**src/rtl/counter_sequencer_pkg.sv**
```systemverilog
// Shared definitions for the counter sequencer: FSM state encoding and run modes.
package counter_sequencer_pkg;

  typedef enum logic [1:0] {
    ST_IDLE  = 2'd0,
    ST_CLEAR = 2'd1,
    ST_RUN   = 2'd2,
    ST_DONE  = 2'd3
  } state_e;

  localparam logic MODE_ONESHOT = 1'b0;
  localparam logic MODE_RELOAD  = 1'b1;

endpackage

```
**src/rtl/counter_sequencer_if.sv**
```systemverilog
// Control/status bundle between the sequencer, its controller and the Counter datapath.
interface counter_sequencer_if #(
  parameter int WIDTH          = 5,
  parameter int PRESCALE_WIDTH = 8,
  parameter int WRAP_WIDTH     = 8
);
  logic                      start;
  logic                      stop;
  logic                      mode;
  logic [WIDTH-1:0]          terminal;
  logic [PRESCALE_WIDTH-1:0] prescale;
  logic [WIDTH-1:0]          count;
  logic                      cnt_en;
  logic                      cnt_clr;
  logic                      busy;
  logic                      done;
  logic [WRAP_WIDTH-1:0]     wraps;

  modport slave (
    input  start, stop, mode, terminal, prescale, count,
    output cnt_en, cnt_clr, busy, done, wraps
  );

  modport master (
    output start, stop, mode, terminal, prescale, count,
    input  cnt_en, cnt_clr, busy, done, wraps
  );
endinterface

```
**src/rtl/counter_sequencer_tick_prescaler.sv**
```systemverilog
// Free-running modulo (prescale+1) tick generator, held at zero while clear is high.
module tick_prescaler #(
  parameter int PRESCALE_WIDTH = 8
) (
  input  logic                      clk,
  input  logic                      reset,
  input  logic                      clear,
  input  logic [PRESCALE_WIDTH-1:0] prescale,
  output logic                      tick
);

  logic [PRESCALE_WIDTH-1:0] r_cnt;

  assign tick = !clear && (r_cnt == prescale);

  // NOTE: sequential state uses non-blocking assignments so every flop samples pre-edge values.
  always_ff @(posedge clk or negedge reset) begin
    if (!reset) begin
      r_cnt <= '0;
    end else if (clear || tick) begin
      r_cnt <= '0;
    end else begin
      r_cnt <= r_cnt + PRESCALE_WIDTH'(1);
    end
  end

endmodule

```
**src/rtl/counter_sequencer.sv**
```systemverilog
// Sequencer for the 5-bit Counter: clears it, paces increments from a prescaler tick,
// and stops or reloads at a latched terminal value. All outputs are registered.
module counter_sequencer
  import counter_sequencer_pkg::*;
#(
  parameter int WIDTH          = 5,
  parameter int PRESCALE_WIDTH = 8,
  parameter int WRAP_WIDTH     = 8
) (
  input  logic                clk,
  input  logic                reset,
  counter_sequencer_if.slave  bus
);

  state_e                    r_state, w_state_nxt;
  logic [WIDTH-1:0]          r_terminal;
  logic [PRESCALE_WIDTH-1:0] r_prescale;
  logic                      r_mode;
  logic                      r_cnt_en, r_cnt_clr, r_busy, r_done;
  logic [WRAP_WIDTH-1:0]     r_wraps;

  logic                      w_cnt_en_nxt, w_cnt_clr_nxt, w_busy_nxt, w_done_nxt;
  logic [WRAP_WIDTH-1:0]     w_wraps_nxt;
  logic                      w_latch;
  logic                      w_tick;
  logic [WIDTH-1:0]          w_count_eff;

  tick_prescaler #(.PRESCALE_WIDTH(PRESCALE_WIDTH)) u_prescaler (
    .clk      (clk),
    .reset    (reset),
    .clear    (r_state != ST_RUN),
    .prescale (r_prescale),
    .tick     (w_tick)
  );

  // count lags our registered enable/clear by one edge; fold any in-flight action
  // in so back-to-back ticks compare against the value the counter is about to hold.
  always_comb begin
    w_count_eff = bus.count;
    if (r_cnt_clr) begin
      w_count_eff = '0;
    end else if (r_cnt_en) begin
      w_count_eff = bus.count + WIDTH'(1);
    end
  end

  // NOTE: every always_comb output gets a default first so no path leaves a latch.
  always_comb begin
    w_state_nxt   = r_state;
    w_cnt_en_nxt  = 1'b0;
    w_cnt_clr_nxt = 1'b0;
    w_busy_nxt    = 1'b0;
    w_done_nxt    = 1'b0;
    w_wraps_nxt   = r_wraps;
    w_latch       = 1'b0;
    unique case (r_state)
      ST_IDLE, ST_DONE: begin
        if (bus.stop) begin
          w_state_nxt = ST_IDLE;
        end else if (bus.start) begin
          w_state_nxt   = ST_CLEAR;
          w_cnt_clr_nxt = 1'b1;
          w_busy_nxt    = 1'b1;
          w_wraps_nxt   = '0;
          w_latch       = 1'b1;
        end
      end
      ST_CLEAR: begin
        if (bus.stop) begin
          w_state_nxt = ST_IDLE;
        end else begin
          w_state_nxt = ST_RUN;
          w_busy_nxt  = 1'b1;
        end
      end
      ST_RUN: begin
        if (bus.stop) begin
          w_state_nxt = ST_IDLE;
        end else begin
          w_busy_nxt = 1'b1;
          if (w_tick) begin
            if (w_count_eff != r_terminal) begin
              w_cnt_en_nxt = 1'b1;
            end else begin
              w_done_nxt = 1'b1;
              if (r_mode == MODE_RELOAD) begin
                w_cnt_clr_nxt = 1'b1;
                w_wraps_nxt   = (&r_wraps) ? r_wraps : r_wraps + WRAP_WIDTH'(1);
              end else begin
                w_state_nxt = ST_DONE;
                w_busy_nxt  = 1'b0;
              end
            end
          end
        end
      end
      default: w_state_nxt = ST_IDLE;
    endcase
  end

  always_ff @(posedge clk or negedge reset) begin
    if (!reset) begin
      r_state    <= ST_IDLE;
      r_terminal <= '0;
      r_prescale <= '0;
      r_mode     <= MODE_ONESHOT;
      r_cnt_en   <= 1'b0;
      r_cnt_clr  <= 1'b0;
      r_busy     <= 1'b0;
      r_done     <= 1'b0;
      r_wraps    <= '0;
    end else begin
      r_state   <= w_state_nxt;
      r_cnt_en  <= w_cnt_en_nxt;
      r_cnt_clr <= w_cnt_clr_nxt;
      r_busy    <= w_busy_nxt;
      r_done    <= w_done_nxt;
      r_wraps   <= w_wraps_nxt;
      if (w_latch) begin
        r_terminal <= bus.terminal;
        r_prescale <= bus.prescale;
        r_mode     <= bus.mode;
      end
    end
  end

  assign bus.cnt_en  = r_cnt_en;
  assign bus.cnt_clr = r_cnt_clr;
  assign bus.busy    = r_busy;
  assign bus.done    = r_done;
  assign bus.wraps   = r_wraps;

endmodule
```
**src/flat_wrapper.sv**
```systemverilog
// flat-port wrapper written by rule: the top's interface ports become plain ports
module counter_sequencer_flat import counter_sequencer_pkg::*;
#(
  parameter int WIDTH          = 5,
  parameter int PRESCALE_WIDTH = 8,
  parameter int WRAP_WIDTH     = 8
)
  (clk, reset, bus_start, bus_stop, bus_mode, bus_terminal, bus_prescale, bus_count, bus_cnt_en, bus_cnt_clr, bus_busy, bus_done, bus_wraps);
  counter_sequencer_if #(.WIDTH(WIDTH), .PRESCALE_WIDTH(PRESCALE_WIDTH), .WRAP_WIDTH(WRAP_WIDTH)) bus_i ();
  input  logic clk;
  input  logic reset;
  input wire logic [$bits(bus_i.start)-1:0] bus_start;
  input wire logic [$bits(bus_i.stop)-1:0] bus_stop;
  input wire logic [$bits(bus_i.mode)-1:0] bus_mode;
  input wire logic [$bits(bus_i.terminal)-1:0] bus_terminal;
  input wire logic [$bits(bus_i.prescale)-1:0] bus_prescale;
  input wire logic [$bits(bus_i.count)-1:0] bus_count;
  output wire logic [$bits(bus_i.cnt_en)-1:0] bus_cnt_en;
  output wire logic [$bits(bus_i.cnt_clr)-1:0] bus_cnt_clr;
  output wire logic [$bits(bus_i.busy)-1:0] bus_busy;
  output wire logic [$bits(bus_i.done)-1:0] bus_done;
  output wire logic [$bits(bus_i.wraps)-1:0] bus_wraps;
  assign bus_i.start = bus_start;
  assign bus_i.stop = bus_stop;
  assign bus_i.mode = bus_mode;
  assign bus_i.terminal = bus_terminal;
  assign bus_i.prescale = bus_prescale;
  assign bus_i.count = bus_count;
  assign bus_cnt_en = bus_i.cnt_en;
  assign bus_cnt_clr = bus_i.cnt_clr;
  assign bus_busy = bus_i.busy;
  assign bus_done = bus_i.done;
  assign bus_wraps = bus_i.wraps;
  counter_sequencer #(.WIDTH(WIDTH), .PRESCALE_WIDTH(PRESCALE_WIDTH), .WRAP_WIDTH(WRAP_WIDTH)) u_core (.clk(clk), .reset(reset), .bus(bus_i));
endmodule
```
**config.mk**
```make
export PLATFORM = sky130hd
export DESIGN_NAME = counter_sequencer_flat
export DESIGN_NICKNAME = d
export VERILOG_FILES = /design/src/rtl/counter_sequencer_pkg.sv /design/src/rtl/counter_sequencer_if.sv /design/src/rtl/counter_sequencer_tick_prescaler.sv /design/src/rtl/counter_sequencer.sv /design/src/flat_wrapper.sv
export SDC_FILE = /design/constraint.sdc
export NUM_CORES = 1
export LEC_CHECK = 0
export ABC_AREA = 1
export CAP_MARGIN = 20
export CORE_MARGIN = 2
export CORE_UTILIZATION = 48
export DETAILED_ROUTE_END_ITERATION = 7
export PLACE_DENSITY = 0.74
export SETUP_SLACK_MARGIN = 0.2
export SLEW_MARGIN = 5
export SYNTH_ARGS = -nofsm -noshare
export SYNTH_HDL_FRONTEND = slang
export SYNTH_SLANG_ARGS = --single-unit
```
**constraint.sdc**
```tcl
create_clock -name clk -period 1.6 [get_ports clk]
set_input_delay 0.24 -clock clk [delete_from_list [all_inputs] [get_ports clk]]
set_output_delay 0.24 -clock clk [all_outputs]
set_load 0.005 [all_outputs]
```
==> Word level (Yosys, flattened, before mapping) <==
Cells that the tools add are included.
Widths: inputs -> output; s select.
{ "totals": {"register_bits": 36, "mem_bits_rw": 0, "inputBits": 23, "mem_count": 0, "mem_bits_ro": 0, "latch_bits": 0} }
{ "op_classes": {"addsub": 3, "multipliers": 0, "eq_ne": 17, "div": 0, "n_reduce_logical": 9, "order_cmp": 0, "shift": 0, "bitwise": 0, "mux": 40} }
{ "op_table": {"columns": ["cell", "count"], "rows": [
  ["$mux 8", 8],
  ["$mux 1", 19],
  ["$add 8x1->8 const B", 2],
  ["$pmux 8 s2", 1],
  ["$reduce_and 8->1", 2],
  ["$mux 2", 7],
  ["$ne 2x2->1 const B", 7],
  ["$ne 3x3->1 const B", 4],
  ["$mux 5", 2],
  ["$eq 8x8->1", 1],
  ["$pmux 2 s3", 1],
  ["$add 5x1->5 const B", 1],
  ["$ne 5x5->1", 1],
  ["$eq 2x2->1 const B", 2],
  ["$reduce_and 4->1", 1],
  ["$pmux 1 s3", 1],
  ["$eq 2x1->1 const B", 1],
  ["$logic_not 2->1", 1],
  ["$ne 2x1->1 const B", 1],
  ["$pmux 1 s2", 1],
  ["$reduce_bool 2->1", 1],
  ["$reduce_or 2->1", 1],
  ["$logic_and 1x1->1", 1],
  ["$logic_not 1->1", 1],
  ["$logic_or 1x1->1", 1]
]} }

==> Logic depth before layout (Yosys ltp) <==
Gate-level depths: netlist of the first run.
{ "depth": {"ltp_word": 8, "ltp_mapped": 13, "ltp_nobuf": 13} }

==> Modules after synthesis <==
A second synthesis of the first run with hierarchy kept.
{ "unflattened": {"hier_cells": 276, "area_unflattened_um2": 2120.8} }
{ "modules_own_cells": {"columns": ["module", "area_each_um2", "cells_each", "seq_area_each_um2", "n_inst"], "rows": [
  ["counter_sequencer", 1606.5, 205, 700.7, 1],
  ["tick_prescaler", 514.2, 71, 200.2, 1]
]} }

==> Least setup slack after synthesis of the first run <==
Ideal clock, no wire load.
{ "synth_timing": {"kind": "register -> register", "from": "reg u_core.r_state[0]", "to": "reg u_core.r_wraps[0] (netlist: u_core.bus.wraps[0])", "setup_ns": 0.118, "t_required_ns": 1.482, "path_buffers": 0, "t_arrival_ns": 1.611, "path_stages_with_launch": 10, "setup_slack_ns": -0.128, "synth_period_minus_slack_ns": 1.728, "cell_sequence": "dfrtp_1 -> inv_1 -> ha_1 -> o21ai_0 -> a21oi_1 -> nand3_1 -> a21oi_1 -> nand3_2 -> nand3_1 -> nand2_1"} }
{ "synth_between": {"elab_chain_len": 5} }
{ "synth_rtl": {"columns": ["element", "line_no", "rtl"], "rows": [
  ["start: declaration", "counter_sequencer.sv:15", "state_e r_state, w_state_nxt;"],
  ["start signal: assignment", "counter_sequencer.sv:113", "r_state <= w_state_nxt;"],
  ["$ne 2x2->1", "counter_sequencer.sv:31", ".clear (r_state != ST_RUN),"],
  ["$logic_not 1->1", "counter_sequencer_tick_prescaler.sv:14", "assign tick = !clear && (r_cnt == prescale);"],
  ["$logic_and 1x1->1", "counter_sequencer_tick_prescaler.sv:14", null],
  ["$ne 2x2->1 (no line)", null, null],
  ["$reduce_and 8->1 (no line)", null, null],
  ["end signal: assignment", "counter_sequencer.sv:118", "r_wraps <= w_wraps_nxt;"],
  ["end: declaration", "counter_sequencer.sv:20", "logic [WRAP_WIDTH-1:0] r_wraps;"]
]} }
Several ways; a longest one is shown, not always the timed one.
A chain may end at the register's enable or synchronous reset.

==> Final worst setup path of the first run <==
{ "layout_timing": {"from": "reg u_core.r_cnt_en (netlist: u_core.bus.cnt_en)", "to": "reg u_core.r_wraps[4] (netlist: u_core.bus.wraps[4])"} }
{ "layout_between": {"elab_chain_len": 5} }
{ "layout_rtl": {"columns": ["element", "line_no", "rtl"], "rows": [
  ["start: declaration", "counter_sequencer.sv:19", "logic r_cnt_en, r_cnt_clr, r_busy, r_done;"],
  ["start signal: assignment", "counter_sequencer.sv:114", "r_cnt_en <= w_cnt_en_nxt;"],
  ["$mux 5", "counter_sequencer.sv:42", "end else if (r_cnt_en) begin"],
  ["$mux 5", "counter_sequencer.sv:40", "if (r_cnt_clr) begin"],
  ["$ne 5x5->1", "counter_sequencer.sv:82", "if (w_count_eff != r_terminal) begin"],
  ["$ne 2x2->1 (no line)", null, null],
  ["$reduce_and 8->1 (no line)", null, null]
]} }
No other way between the ends.

==> results of run 1 <==
-- layout make-up --
type / count / area, sq um / area share, %
tap: 52 / 65.06 / 1.941
clock buffer: 8 / 90.09 / 2.688
multi-input combinational: 196 / 1391 / 41.51
inverter: 28 / 107.6 / 3.210
timing repair buffer: 82 / 792.0 / 23.63
sequential: 36 / 905.9 / 27.03
-- what timing repair did --
item,CTS,global route
buffers inserted,12,11
cloned,0,2
pin swaps,18,16
resized for setup,40,58
setup endpoints to repair,40,37
-- per-layer routing --
metal	share of wire, %	GRT usage, %	up-vias
met1	39	26.37	1003
met3	3.8	4.762	10
met4	1.9	6.410	0
li1	-	-	1028
met2	55	37.78	55
met5	0	0	-
-- critical path: stages (launching register included) --
cell     delay, ns
dfrtp_2       0.48
inv_2         0.09
nand2_1       0.05
nand2_1       0.07
nand3_1       0.07
nand2_1       0.07
nand2_1       0.07
nor2_2        0.15
nand3_4       0.12
o21ai_4       0.27
nand2_1       0.11
nand2_1       0.08
-- placed cells by master (no fill, tap or decap), types with 4 or more instances in the layout --
cell type        netlist  routed
a21oi_2                1      10
buf_4                  1      35
buf_6                  0       8
clkbuf_8               0       6
clkdlybuf4s50_1        0      21
dfrtp_1               36      32
dfrtp_2                0       4
dlygate4sd2_1          0      11
inv_1                 28      23
inv_2                  0       4
mux2_4                 0       8
nand2_1               69      60
nand2_2                2       9
nand3_1               25      19
nand3_2                3       5
nand3_4                0       4
nand4_1                8       8
nor2_1                33      18
nor2_2                 0       8
nor2_4                 0       7
xnor2_1                9       9
xor2_1                 6       6
-- final timing paths --
check                      depth (start not counted)                     endpoint                  from  slack (ns)
max reg2reg                                       11          u_core.bus.wraps[4]     u_core.bus.cnt_en       -0.10
min reg2reg                                        1         u_core.r_prescale[3]  u_core.r_prescale[3]        0.53
max in group asynchronous                          2  u_core.u_prescaler.r_cnt[0]                 reset        1.08
max                                               11          u_core.bus.wraps[4]     u_core.bus.cnt_en       -0.10
min                                                2          u_core.bus.wraps[2]                 reset        0.31
min in group clk                                   1         u_core.r_prescale[3]  u_core.r_prescale[3]        0.53
-- sequential cells by signal (all words and copies together), names as in the netlist --
register / flops
u_core.u_prescaler.r_cnt: 8
u_core.bus.busy: 1
u_core.bus.cnt_clr: 1
u_core.bus.done: 1
u_core.r_prescale: 8
u_core.r_mode: 1
u_core.bus.cnt_en: 1
u_core.r_terminal: 5
u_core.r_state: 2
u_core.bus.wraps: 8
-- power breakdown --
part	switching [W]	internal (W)	leakage (nW)
Clock	0.000319	0.000351	0.0455
Sequential	0.000173	0.00115	0.457
Combinational	0.00101	0.00102	1.15
-- metrics by stage --
step           setup TNS, ns  setup WS, ns  util, %  power (W)
2_1_floorplan              0       0.05863        -   0.002246
3_3_place_gp          -5.633       -0.4800    63.76   0.002721
3_5_place_dp          -6.220       -0.5221    63.76   0.002765
4_1_cts              -0.2217      -0.04222    70.19   0.003554
5_1_grt               -1.923       -0.1979    78.61   0.004266
6_report             -0.5696       -0.1008    78.61   0.004013
-- cell families (layout without fill, tap and decap cells) --
kind of cell	count (synthesis)	after routing	synth area share, %
fa+ha+maj	6	6	3.588
xor+xnor	15	15	6.280
simple gates	149	149	31.40
compound gates	18	18	5.443
buf+inv	32	118	5.921
mux	8	8	4.306
flops	36	36	43.06
==> run_results.csv, run 1 <==
group,metric,value,unit
clock_tree,clock_path_buffers,2,
power_and_ir_drop,leakagePower,1.648,nW
logic_synthesis,synth_commonest_cells,"69 x nand2_1, 36 x dfrtp_1, 33 x nor2_1",
logic_synthesis,synth_most_common_cell,"nand2_1",
logic_synthesis,yosysTopAreaCellShare,43.06,%
global_route,overflow,0,
sta,hold_ws,0.3145,ns
clock_tree,cts_root_buf,"clkbuf_8",
placement,globalplace.congestion,0.8324,
floorplan,ios,35,
global_route,grt.total_usage,21.49,%
placement,place_area,2719,sq um
clock_tree,tritoncts,"done",
logic_synthesis,avgSynthCellArea,7.924,sq um
logic_synthesis,synthDistinctLibCells,25,
floorplan,fp.dieW,70.02,microns
logic_synthesis,synthCells,264,
final_layout,n_antenna_cell,0,
floorplan,initial_utilization,49.06,%
logic_synthesis,synth_area_leaders,"dfrtp_1 43%, nand2_1 12%, nand3_1 6.0%",
global_route,grt_first_pass_wirelength,8390,microns
run_status,status,"complete, but fails checks",
global_route,grt_pass1_vias,1932,
routing,drcViolationCount,0,
sta,min_period_over_period,106.3,%
placement,dp_cells,369,
worst_setup_path,critPathMaxFanout,8,
clock_tree,cts_max_level,2,
sta,fin_ws,-0.1008,ns
routing,drt_wl_total,5732,microns
global_route,antenna_found_initial,0,
logic_synthesis,synth_top_cell_by_area,"dfrtp_1",
logic_synthesis,synth_warnings,0,
run,maxCapViolations,0,
logic_synthesis,ys_ff_latch,36,
sta,slew_headroom,81.34,%
final_layout,fin_cells,402,
sta,fmax,588.0,MHz
worst_setup_path,critical_path_required,1.83,ns
routing,postRouteAntennaNets,0,
sta,rsz0062_at_grt,"true",
final_layout,final_area,3352,sq um
logic_synthesis,syn-num-nets,293,
routing,drtIter0Drc,131,
placement,dp_hpwl,3369,microns
run_status,failed_checks,"negative setup slack",
floorplan,fp.coreArea,4264,sq um
clock_tree,cts.clk_slew.worst_paths,0.08,ns
clock_tree,clock_latency,0.29,ns
floorplan,rows,24,
sta,setup_viol,10,
worst_setup_path,arrival,1.93,ns
logic_synthesis,async_flop_share,100.0,%
routing,routed_via_density,5.214,
clock_tree,numCtsBuffers,5,
routing,vias,2096,
global_route,grt_max_degree,37,
hold_path,hp-class,"input port to async pin",
logic_synthesis,seq_area_frac_synth,43.06,%
sta,fin_skew,0.01339,ns
placement,portBuffers,34,
worst_setup_path,critPathLaunchType,"flop",
worst_setup_path,critPathKind,"flop to flop",
sta,hold_viol,0,
logic_synthesis,synthesis.area,2092,sq um
sta,layout_min_cycle_time,1.701,ns
worst_setup_path,end_kind,"flop",
sta,worst_slew_pin_slew,0.2770,ns
power_and_ir_drop,peakVddDrop,0.8553,mV
clock_tree,cts_sinks,36,
clock_tree,ctsHoldBuffers,0,
sta,maxSlewViolCount,0,
floorplan,dieArea,4902,sq um
final_layout,drive_above_1_share,36.29,%
final_layout,fin_nets,378,
final_layout,syn_to_final_growth,60.23,%
final_layout,fill_cells,276,
logic_synthesis,synthFlopType,"dfrtp_1",
routing,first_pass_iters,4,
logic_synthesis,synth_edf_count,0,
routing,detail_route.wl_per_cell,14.26,microns
power_and_ir_drop,power_density,1197,nW/um^2
floorplan,die_y,70.02,microns
Note: power is estimated with default switching activity, not from simulation.
==> run 2: changes to the inputs <==
--- a/config.mk
+++ b/config.mk
@@ -5,7 +5,7 @@
 export SDC_FILE = /design/constraint.sdc
 export NUM_CORES = 1
 export LEC_CHECK = 0
-export ABC_AREA = 1
+export ABC_AREA = 0
 export CAP_MARGIN = 20
 export CORE_MARGIN = 2
 export CORE_UTILIZATION = 48
==> run_results.csv, run 2 <==
group,metric,value,unit
run_status,status,"complete, but fails checks",
run_status,failed_checks,"negative setup slack",
final_layout,final_common_cell,"buf_4",
global_route,overflow,0,
sta,worst_slew_pin_slew,0.4745,ns
global_route,grt_max_degree,37,
final_layout,post-route-util,84.98,%
routing,detail_route.wl_per_cell,19.41,microns
worst_setup_path,cp_slowest_cell,"dfrtp_2",
floorplan,fp.dieW,69.37,microns
logic_synthesis,synth_top_cell_by_area,"dfrtp_1",
logic_synthesis,synth_edf_count,0,
logic_synthesis,synth_warnings,0,
sta,fin_ws,-0.5832,ns
clock_tree,cts_max_level,2,
routing,drtIter0Drc,166,
floorplan,dieArea,4812,sq um
worst_setup_path,r2r_end,"u_core.bus.wraps[5]",
global_route,antenna_found_initial,0,
clock_tree,cts_sinks,36,
worst_setup_path,startpoint,"u_core.bus.cnt_en",
final_layout,final_cell_mix,"57 x buf_4, 34 x dfrtp_1, 19 x clkdlybuf4s50_1",
worst_setup_path,critPathMaxFanout,6,
routing,postRouteAntennaNets,0,
global_route,grt_first_pass_wirelength,9818,microns
clock_tree,numCtsBuffers,5,
power_and_ir_drop,power_density,1278,nW/um^2
clock_tree,cts.clk_slew.worst_paths,0.08,ns
floorplan,ios,35,
floorplan,fp.coreArea,4058,sq um
worst_setup_path,path_cells,"buf_6, xnor2_2, nor2_1, xnor2_1, nand3_2, buf_8, buf_12, nor4_4, mux2i_1",
clock_tree,cts_root_buf,"clkbuf_8",
worst_setup_path,arrival,2.40,ns
run,maxCapViolations,0,
placement,dp_cells,319,
floorplan,rows,23,
clock_tree,tritoncts,"done",
sta,layout_min_cycle_time,2.183,ns
routing,drt_wl_total,6756,microns
clock_tree,ctsHoldBuffers,0,
placement,dp_hpwl,3724,microns
worst_setup_path,slowest_delay,0.46,ns
global_route,grt_pass1_vias,2057,
logic_synthesis,synth_most_common_cell,"dfrtp_1",
final_layout,drive_above_1_share,47.65,%
worst_setup_path,critPathLaunchType,"flop",
worst_setup_path,r2r_slack,-0.58,ns
floorplan,initial_utilization,50.54,%
logic_synthesis,async_flop_share,100.0,%
final_layout,fin_cells,348,
clock_tree,clock_latency,0.30,ns
final_layout,syn_to_final_growth,68.15,%
sta,fmax,458.0,MHz
routing,drcViolationCount,0,
logic_synthesis,yosysTopAreaCellShare,43.93,%
sta,fin_skew,0.009116,ns
final_layout,n_antenna_cell,0,
sta,maxSlewViolCount,0,
logic_synthesis,synth_area_leaders,"dfrtp_1 44%, mux2_2 7.7%, xnor2_1 5.6%",
logic_synthesis,synthDistinctLibCells,40,
logic_synthesis,seq_area_frac_synth,43.93,%
worst_setup_path,end_kind,"flop",
routing,first_pass_iters,4,
worst_setup_path,r2r_cells,9,
sta,min_period_over_period,136.5,%
logic_synthesis,synthCells,191,
sta,rsz0062_at_grt,"true",
placement,globalplace.congestion,0.8725,
final_layout,fin_nets,326,
worst_setup_path,reg2reg_from,"u_core.bus.cnt_en",
logic_synthesis,synth_commonest_cells,"36 x dfrtp_1, 16 x nor2_1, 14 x mux2_2",
logic_synthesis,synthFlopType,"dfrtp_1",
global_route,grt.total_usage,26.08,%
power_and_ir_drop,peakVddDrop,0.8095,mV
worst_setup_path,critPathBufInv,3,
worst_setup_path,critical_path_required,1.82,ns
sta,setup_viol,24,
routing,routed_via_density,5.718,
hold_path,hp-class,"input port to async pin",
placement,portBuffers,34,
logic_synthesis,syn-num-nets,220,
worst_setup_path,crit_family,"simple AND/OR/NAND/NOR gates",
clock_tree,clock_path_buffers,2,
logic_synthesis,ys_ff_latch,36,
routing,vias,1990,
logic_synthesis,avgSynthCellArea,10.74,sq um
logic_synthesis,synthesis.area,2051,sq um
sta,hold_viol,0,
sta,slew_headroom,68.37,%
power_and_ir_drop,leakagePower,1.607,nW
floorplan,die_y,69.37,microns
worst_setup_path,critPathKind,"flop to flop",
-- run 2: changes by cell type in the layout (fill, tap and decap cells not counted), sizes merged, moves of 8 or more --
cell / delta
buf: +28
a21oi: -8
nand3: -17
mux2i: +9
nor2: -17
nand2: -60
inv: -25
-- run 2: kinds of logic (layout without fill, tap and decap cells) --
group           after synthesis  in the layout  share of synthesized area (%)
buf+inv                      10            117                          2.563
mux                          23             23                          12.08
xor+xnor                     21             21                          9.701
compound gates               18             18                          6.834
fa+ha+maj                     6              6                          3.661
simple gates                 77             77                          21.23
flops                        36             36                          43.93
-- run 2: worst max-delay path by stage --
stage	to	slack, ns	depth (start not counted)
after floorplan	u_core.bus.cnt_clr	-0.30	7
after global placement	u_core.bus.wraps[4]	-0.83	9
after detailed placement	u_core.bus.wraps[2]	-0.94	9
after CTS	u_core.bus.wraps[2]	-0.38	8
after global routing	u_core.r_state[1]	-0.66	9
final	u_core.bus.wraps[5]	-0.58	9
-- run 2: cell type report --
| type | instances | area, sq um |
|---|---|---|
| sequential | 36 | 903.4 |
| inverter | 3 | 11.26 |
| multi-input combinational | 145 | 1423 |
| clock inverter | 3 | 18.77 |
| clock buffer | 5 | 68.82 |
| tap | 50 | 62.56 |
| fill | 191 | 609.3 |
| timing repair buffer | 106 | 960.9 |
-- run 2: per-layer routing --
| layer | up-vias | routed length [microns] | track usage [%] |
|---|---|---|---|
| li1 | 903 | - | - |
| met1 | 998 | 2525 | 29.15 |
| met2 | 68 | 3692 | 46.79 |
| met3 | 21 | 355 | 7.558 |
| met4 | 0 | 182 | 9.586 |
| met5 | - | 0 | 0 |
-- run 2: where the power goes --
| group | internal, W | switching, W |
|---|---|---|
| Clock | 0.000303 | 0.000350 |
| Sequential | 0.00113 | 0.000220 |
| Combinational | 0.00135 | 0.00105 |
-- run 2: timing repair --
action | 4_1_cts | 5_1_grt
buffers inserted | 10 | 10
endpoints found under the setup margin | 38 | 41
resized for setup | 41 | 46
pin swaps | 19 | 14
gates cloned | 1 | 0
-- run 2: per-stage QoR --
| stage | instance area [sq um] | setup WS [ns] | total power, W | TNS (ns) | hold slack, ns |
|---|---|---|---|---|---|
| final | 3448 | -0.5832 | 0.004408 | -6.051 | 0.3528 |
| after global placement | 2895 | -0.8310 | 0.002825 | -10.20 | 0.5128 |
| after floorplan | 2158 | -0.3002 | 0.002319 | -3.642 | -0.05559 |
| after detailed placement | 2895 | -0.9399 | 0.002916 | -12.18 | 0.5213 |
| after global routing | 3448 | -0.6625 | 0.004605 | -7.849 | 0.3862 |
| after CTS | 3187 | -0.3787 | 0.003911 | -3.931 | 0.3781 |
==> run 3: changes to the inputs <==
--- a/config.mk
+++ b/config.mk
@@ -10,7 +10,7 @@
 export CORE_MARGIN = 2
 export CORE_UTILIZATION = 48
 export DETAILED_ROUTE_END_ITERATION = 7
-export PLACE_DENSITY = 0.74
+export PLACE_DENSITY_LB_ADDON = 0.05
 export SETUP_SLACK_MARGIN = 0.2
 export SLEW_MARGIN = 5
 export SYNTH_ARGS = -nofsm -noshare
==> run_results.csv, run 3 (synthesis gave the netlist of run 2 again) <==
group,metric,value,unit
routing,drt_wl_total,5457,microns
worst_setup_path,startpoint,"u_core.bus.cnt_en",
floorplan,fp.coreArea,4058,sq um
clock_tree,ctsHoldBuffers,0,
clock_tree,cts_max_level,2,
power_and_ir_drop,p_clk_share,16.0,%
floorplan,dieArea,4812,sq um
routing,postRouteAntennaNets,0,
worst_setup_path,reg2reg_from,"u_core.bus.cnt_en",
global_route,overflow,0,
sta,hold_viol,0,
global_route,grt_max_degree,37,
final_layout,drive_above_1_share,42.66,%
placement,dp_hpwl,3490,microns
routing,detail_route.wl_per_cell,16.24,microns
routing,vias,1801,
floorplan,rows,23,
final_layout,final_common_cell,"buf_4",
worst_setup_path,r2r_slack,-0.48,ns
clock_tree,cts_sinks,36,
sta,hold_ws,0.3592,ns
clock_tree,cts.clk_slew.worst_paths,0.08,ns
power_and_ir_drop,power_density,1212,nW/um^2
power_and_ir_drop,swShare,35.34,%
sta,setup_tns,-6.301,ns
placement,globalplace.congestion,0.8199,
worst_setup_path,slowest_delay,0.44,ns
floorplan,fp.dieW,69.37,microns
worst_setup_path,cp_slowest_cell,"dfrtp_2",
clock_tree,clock_latency,0.29,ns
sta,fin_skew,0.006981,ns
clock_tree,cts_root_buf,"clkbuf_8",
clock_tree,numCtsBuffers,5,
final_layout,syn_to_final_growth,63.03,%
power_and_ir_drop,p_int,0.002621,W
worst_setup_path,critPathKind,"flop to flop",
worst_setup_path,critPathLaunchType,"flop",
final_layout,fill_cells,230,
global_route,grt_pass1_vias,1871,
final_layout,seq_area,903.4,sq um
sta,setup_viol,28,
clock_tree,clock_path_buffers,2,
floorplan,ios,35,
routing,drtIter0Drc,76,
sta,fin_ws,-0.4811,ns
routing,routed_via_density,5.360,
power_and_ir_drop,p_sw,0.001432,W
power_and_ir_drop,comb_power_share,51.2,%
routing,drcViolationCount,0,
clock_tree,tritoncts,"done",
floorplan,initial_utilization,50.54,%
worst_setup_path,critical_path_required,1.78,ns
run_status,status,"complete, but fails checks",
global_route,grt_first_pass_wirelength,8887,microns
final_layout,multi_input_area,1410,sq um
power_and_ir_drop,p_seq_share,32.8,%
sta,min_period_over_period,130.1,%
power_and_ir_drop,leakagePower,1.530,nW
placement,portBuffers,34,
power_and_ir_drop,peakVddDrop,0.6847,mV
global_route,grt.total_usage,23.17,%
sta,maxSlewViolCount,0,
worst_setup_path,path_cells,"nand4_1, xor2_2, nand4b_1, buf_4, o211ai_1, nand3_2, a311o_1",
final_layout,fin_nets,314,
sta,rsz0062_at_grt,"true",
sta,slew_headroom,68.38,%
floorplan,die_y,69.37,microns
sta,layout_min_cycle_time,2.081,ns
worst_setup_path,critPathMaxFanout,6,
run,maxCapViolations,0,
run_status,failed_checks,"negative setup slack",
worst_setup_path,r2r_end,"u_core.r_state[1]",
final_layout,final_cell_mix,"50 x buf_4, 34 x dfrtp_1, 20 x clkdlybuf4s50_1",
worst_setup_path,end_kind,"flop",
global_route,antenna_found_initial,0,
routing,first_pass_iters,4,
worst_setup_path,arrival,2.26,ns
worst_setup_path,setup.worst_path.end,"u_core.r_state[1]",
hold_path,hp-class,"input port to async pin",
sta,fmax,480.5,MHz
sta,worst_slew_pin_slew,0.4742,ns
worst_setup_path,r2r_cells,7,
final_layout,n_antenna_cell,0,
## run 3: worst min path at each step
stage	start	to	slack [ns]	cells after the start
global placement	u_core.r_prescale[5]	u_core.r_prescale[5]	0.51	1
floorplan	reset	u_core.bus.busy	-0.06	0
finish	reset	u_core.r_terminal[2]	0.36	2
CTS	reset	u_core.r_terminal[4]	0.38	2
detailed placement	u_core.r_prescale[3]	u_core.r_prescale[3]	0.52	1
global route	reset	u_core.r_prescale[2]	0.41	2
## run 3: layout make-up
cell class	count	share of cell area, %
inverter	3	0.3368
clock inverter	3	0.5614
tap	50	1.871
timing repair buffer	94	25.97
clock buffer	5	2.058
multi-input combinational	145	42.18
sequential	36	27.02
## run 3: power by group through the flow
stage	clock network [W]	registers, W	logic (W)
floorplan	0	0.00130	0.00102
global placement	0	0.00132	0.00152
detailed placement	0	0.00133	0.00156
CTS	0.000663	0.00132	0.00195
global route	0.000703	0.00136	0.00221
finish	0.000647	0.00133	0.00208
## run 3: repair_timing
item                                    CTS  global route
hold endpoints to repair                  0             0
resized for setup                        46            25
setup buffers                            10             4
pin swaps                                23            19
gates cloned                              1             0
endpoints found under the setup margin   43            37
## run 3: worst max-delay path: cells and delay by family (launching register included)
kind | cells | cell delay, ns
AND/OR/NAND/NOR | 3 | 0.66
AO/OA/AOI/OAI | 2 | 0.45
flip-flops | 1 | 0.44
XOR/XNOR | 1 | 0.22
buffers and inverters | 1 | 0.20
## run 3: metrics by stage
stage,power [W],utilization [%],cells,instance area [sq um],worst slack (ns)
CTS,0.003936,78.66,332,3192,-0.3567
global route,0.004272,82.39,336,3343,-0.5507
floorplan,0.002319,-,191,2158,-0.3002
global placement,0.002838,70.55,313,2863,-0.7839
detailed placement,0.002884,70.55,313,2863,-0.9124
finish,0.004053,82.39,336,3343,-0.4811
## run 3: metal layers
metal	track usage, %	vias to the layer above	wire length [microns]
met5	0	-	0
met4	8.279	0	132
met3	4.651	17	212
met2	38.68	36	2721
met1	29.91	876	2392
li1	-	872	-
